`config.mk`:
```
export PLATFORM = sky130hd
export DESIGN_NAME = bus_mux_reg
export DESIGN_NICKNAME = d
export VERILOG_FILES = /design/src/rtl/bus_mux_reg.sv
export SDC_FILE = /design/constraint.sdc
export NUM_CORES = 1
export LEC_CHECK = 0
export ABC_CLOCK_PERIOD_IN_PS = 2390
export CAP_MARGIN = 20
export CORE_AREA = 4 4 331 333
export DETAILED_ROUTE_END_ITERATION = 10
export DIE_AREA = 0 0 335 337
export DONT_BUFFER_PORTS = 1
export MAX_ROUTING_LAYER = met4
export PLACE_DENSITY = 0.3
export REMOVE_ABC_BUFFERS = 1
export SLEW_MARGIN = 20
export SYNTH_ARGS = -nofsm -noshare
export SYNTH_HDL_FRONTEND = slang
export SYNTH_SLANG_ARGS = --single-unit
```
`constraint.sdc`:
```
create_clock -name clock -period 2.39 [get_ports clock]
set_input_delay 0.478 -clock clock [delete_from_list [all_inputs] [get_ports clock]]
set_output_delay 0.478 -clock clock [all_outputs]
set_load 0.02 [all_outputs]
```
`src/rtl/bus_mux_reg.sv`:
```
// -----------------------------------------------------------------------------
// bus_mux_reg
//   Registered shared-bus multiplexer. One of NUM_SRC source words is chosen
//   from a (nominally one-hot) drive-enable vector and loaded onto the bus one
//   clock later. When several sources drive at once, the lowest index wins and
//   the cycle is flagged and counted as a conflict. When nothing drives, the
//   bus holds its last value.
//
// Optional build macro: BUS_MUX_PARITY_EN adds bus_par, the XOR of the loaded
//   word, which is registered alongside bus_out.
//
// Ports
//   clock         rising-edge clock
//   clear         asynchronous active-low reset
//   src_data      flattened sources, source i at [i*WIDTH +: WIDTH]
//   drive_en      per-source drive request, bit i = source i
//   cnt_clr       synchronous clear of conflict_cnt / err_sticky
//   bus_out       registered bus word
//   bus_valid     bus_out was loaded on the last edge
//   bus_src       index of the source that loaded bus_out
//   conflict      last edge saw more than one drive_en bit set (1-cycle pulse)
//   err_sticky    a conflict has occurred since reset or cnt_clr
//   bus_par       (BUS_MUX_PARITY_EN only) XOR of the loaded word
//   conflict_cnt  saturating count of conflict cycles
// -----------------------------------------------------------------------------
module bus_mux_reg #(
    parameter int WIDTH   = 32,
    parameter int NUM_SRC = 24,
    parameter int SEL_W   = $clog2(NUM_SRC),
    parameter int CNT_W   = 16
) (
    input  logic                     clock,
    input  logic                     clear,
    input  logic [NUM_SRC*WIDTH-1:0] src_data,
    input  logic [NUM_SRC-1:0]       drive_en,
    input  logic                     cnt_clr,
    output logic [WIDTH-1:0]         bus_out,
    output logic                     bus_valid,
    output logic [SEL_W-1:0]         bus_src,
    output logic                     conflict,
    output logic                     err_sticky,
`ifdef BUS_MUX_PARITY_EN
    output logic                     bus_par,
`endif
    output logic [CNT_W-1:0]         conflict_cnt
);

    logic [SEL_W-1:0] winIdx;
    logic [WIDTH-1:0] winWord;
    logic             anyDrive;
    logic             multiDrive;
    logic             cntFull;

    // Priority encode: scan from the top down so the lowest set index is the
    // last assignment and therefore wins.
    always_comb begin
        winIdx  = '0;
        winWord = src_data[WIDTH-1:0];
        for (int i = NUM_SRC - 1; i >= 0; i--) begin
            if (drive_en[i]) begin
                winIdx  = SEL_W'(i);
                winWord = src_data[i*WIDTH +: WIDTH];
            end
        end
    end

    // x & (x-1) clears the lowest set bit; anything left means >1 driver.
    assign anyDrive   = |drive_en;
    assign multiDrive = |(drive_en & (drive_en - NUM_SRC'(1)));
    assign cntFull    = &conflict_cnt;

    // Bus datapath: loads only when someone drives, holds otherwise.
    always_ff @(posedge clock or negedge clear) begin
        if (!clear) begin
            bus_out   <= '0;
            bus_src   <= '0;
            bus_valid <= 1'b0;
            conflict  <= 1'b0;
        end else begin
            bus_valid <= anyDrive;
            conflict  <= multiDrive;
            if (anyDrive) begin
                bus_out <= winWord;
                bus_src <= winIdx;
            end
        end
    end

    // Conflict bookkeeping: cnt_clr has priority over set/increment, but the
    // conflict pulse above is unaffected by it.
    always_ff @(posedge clock or negedge clear) begin
        if (!clear) begin
            err_sticky   <= 1'b0;
            conflict_cnt <= '0;
        end else if (cnt_clr) begin
            err_sticky   <= 1'b0;
            conflict_cnt <= '0;
        end else if (multiDrive) begin
            err_sticky <= 1'b1;
            if (!cntFull) begin
                conflict_cnt <= conflict_cnt + CNT_W'(1);
            end
        end
    end

`ifdef BUS_MUX_PARITY_EN
    always_ff @(posedge clock or negedge clear) begin
        if (!clear) begin
            bus_par <= 1'b0;
        end else if (anyDrive) begin
            bus_par <= ^winWord;
        end
    end
`endif

endmodule
```
==> summary.txt <==
Synth
  • Synth warn: 0
  • Most frequent cell after synthesis: a221oi_1
  • Share of the synthesized area in the top cell type: ~16%
  • Post-synth EDFFs: 0
  • Synthesized cell area: 9539 sq um
  • Synth area leader: a221oi_1
  • Syn Area/Cell: around 7.3 sq um
  • Number of distinct library cells after synthesis: 63
  • Share of flip-flops with an asynchronous set or reset after synthesis: 100.0%
  • Register bit total from synthesis: 56
  • Main area contributors after synthesis: a221oi_1 (16%), dfrtp_1 (15%), o21ai_0 (5.6%)
  • Most used flip-flop cell after synthesis: dfrtp_1
  • Sequential element share of the synthesized area: 14.69%
  • Ranking of synthesized cells by instance count: a221oi_1 (177), clkbuf_1 (136), o21ai_0 (106), nand2_1 (87), nor2b_1 (75)
  • Instance count of the mapped netlist: 1304

Route
  • Routed wire length: 105200 microns
  • Post-route DRC violation count: 0
  • Number of design-rule violations left by the first detailed-router iteration: 1597
  • Final routed wire length divided by cell count: 37.79 microns
  • Number of optimization iterations in the first detailed-route pass: 7
  • Number of nets with antenna violations after routing: 0
  • Total vias in the final route: about 14000
  • Uppermost metal layer occupied by signal nets: met4
  • Routed length on met3: 9231 microns
  • Detailed route wirelength on metal2: 50150 microns
  • Post-detailed-route via-to-cell ratio: 4.900
  • Metal1 wirelength: roughly 41000 microns

GRT
  • Overall Global Routing Usage: 17.87%
  • Pin count of the biggest net entering global routing: 71
  • Total overflow reported by the global router: 0
  • Global-route wire length before repair: 132400 microns
  • Antenna violations before repair: 54
  • Via count of the first global-routing pass: 13640

Die
  • Full die area: 112900 sq um
  • Initial cell density of the core: 8.948%
  • Rows: 120
  • Horizontal extent of the die: roughly 340 microns
  • IO Count: 851
  • CORE AREA: 106600 sq um
  • Height of the chip: 337 microns

Placement
  • Port Buffers: 0
  • Cells after DPL: 2720
  • Gpl congestion: 0.8948
  • Area of placed instances: 12270 sq um
  • Total half-perimeter wirelength after legalization and detailed placement: 82090 microns

Clocking
  • Insertion delay to the later sink of the worst-skew pair: 0.34 ns
  • Maximum count of clock buffers along a single path: 2
  • Number of clock buffers inserted by TritonCTS: 5
  • Clk slew on worst S/H paths: 0.11 ns
  • Clk Tree Root Cell: clkbuf_16
  • Clock tree from TritonCTS: built
  • Clock sinks: 56
  • H-tree depth: 2

Finish
  • Area used by multi-input combinational logic: around 7600 sq um
  • Layout overhead on the synthesized area: 36.62%
  • Total of fill cells in the finished design: 12410
  • Area of all placed cells without fillers: 13030 sq um
  • Layout cells sized above 1: 21.48%
  • Count of nets after finishing: 2131
  • Fraction of the core area covered by cells at the end of the flow: about an eighth
  • Area of all sequential standard cells: 1401 sq um
  • Final cell count without fillers: 2783

Power
  • Leakage component of the power: 4.242 nW
  • Power per standard cell area: about 280 nW/um^2
  • Largest vdd supply drop: 0.3041 mV
  • Total power after layout: about 3.7 mW

Job
  • Max capacitance violation total: 0

Timing
  • Unrepaired setup endpoints after global routing: yes
  • Worst Skew: 0.01111 ns
  • Final Setup Violations: 51
  • Transition time at the pin with the least slew margin: a little over 1 ns
  • Hold slack final: slightly above 0.02 ns
  • Pins over their slew limit: 0
  • Maximum operating frequency: 0.3625 GHz
  • Period minus WS final: ~2.8 ns
  • Max_slew headroom: 31.40%
  • Final hold violation count: 0
  • Crit share post-route: 115.4%
  • Final critical-path setup slack: -0.3690 ns

Critical path
  • Maximum fanout along the worst path: 55
  • Required time of the critical path: around 2.6 ns
  • Endpoint kind of the worst setup timing path: register
  • Type of the setup path with the least slack: primary input to register
  • Startpoint type of the worst setup path: primary input
  • Arrival time at the worst endpoint: 2.99 ns

Min path
  • Hold/Removal Path Class: primary input to async pin

Status
  • Failing checks: negative setup slack
  • Outcome: finished with violations
-- cell usage in the layout, fill, tap and decap left out, drive strengths merged, types with 32 or more instances in the layout --
cell type	netlist	routed
a2111oi	39	39
nor2	54	54
nor2b	75	75
dfrtp	56	56
inv	72	73
nand2b	74	74
mux2	36	36
nand2	88	88
a21oi	58	58
a222oi	32	32
a221oi	177	177
diode	0	44
a221o	32	32
buf	19	178
o21ai	106	106
o311ai	33	33
-- metrics by stage --
| step | worst slack [ns] | TNS (ns) |
|---|---|---|
| floorplan | -1.654 | -66.16 |
| global placement | -0.7825 | -29.51 |
| detailed placement | -0.7981 | -29.44 |
| CTS | -0.2716 | -5.898 |
| global route | -0.3744 | -9.866 |
| finish | -0.3690 | -7.849 |
-- cell type report --
cell class / instances / area share, %
Clock inverter: 3 / 0.2112
Antenna cell: 44 / 0.8449
Clock buffer: 5 / 0.9601
Multi-Input combinational cell: 1021 / 58.41
Tap cell: 1403 / 13.47
Inverter: 72 / 2.074
Sequential cell: 56 / 10.75
Timing Repair Buffer: 179 / 13.28
-- per-layer routing --
metal	global-route usage, %	vias up
met1	20.12	6758
li1	-	5415
met5	-	-
met3	4.868	260
met2	29.97	1205
met4	7.412	0
-- critical path: stages --
cell and delay (ns):
or3_1 0.43, or3_1 0.41, or4_4 0.55, a211oi_4 0.24, o211a_4 0.22, a21bo_4 0.20
nor3_4 0.06, mux2_4 0.30
-- final timing paths --
path	from	to	slack (ns)	cells past startpoint
min reg2reg	conflict_cnt[1]$_DFFE_PN0P_	conflict_cnt[1]$_DFFE_PN0P_	0.66	3
max reg2reg	conflict_cnt[4]$_DFFE_PN0P_	conflict_cnt[9]$_DFFE_PN0P_	-0.02	9
min in group clock	cnt_clr	conflict_cnt[0]$_DFFE_PN0P_	0.19	1
max in group asynchronous	clear	bus_out[2]$_DFFE_PN0P_	2.03	1
min	clear	bus_out[15]$_DFFE_PN0P_	0.02	1
max	drive_en[11]	conflict_cnt[11]$_DFFE_PN0P_	-0.37	8
-- repair_timing --
| action | 4_1_cts | 5_1_grt |
|---|---|---|
| gates cloned | 3 | 0 |
| gates resized for setup | 61 | 14 |
| setup buffers | 7 | 1 |
| hold endpoints to repair | 56 | 0 |
| pin swaps | 14 | 7 |
| endpoints found under the setup margin | 48 | 51 |
| hold buffers | 1 | 0 |
-- state kept, by name, indices dropped and copies added, names as in the netlist --
signal,count
err_sticky,1
bus_src,5
conflict_cnt,16
conflict,1
bus_out,32
bus_valid,1
-- power breakdown --
part           leakage (nW)  internal, mW  switching (mW)
sequential            0.702          1.01           0.145
combinational          3.47         0.685           0.866
clock                0.0722         0.406           0.553
total                  4.24          2.10            1.56
-- logic make-up after synthesis --
group | share of synthesized area [%]
AO/OA/AOI/OAI | 47.71
AND/OR/NAND/NOR | 20.97
buffers and inverters | 9.208
multiplexers | 7.096
flip-flops | 14.69
adder cells (fa/ha/maj) | 0.2361
XOR/XNOR | 0.09183
No activity file was read; power rests on OpenSTA's default activity.
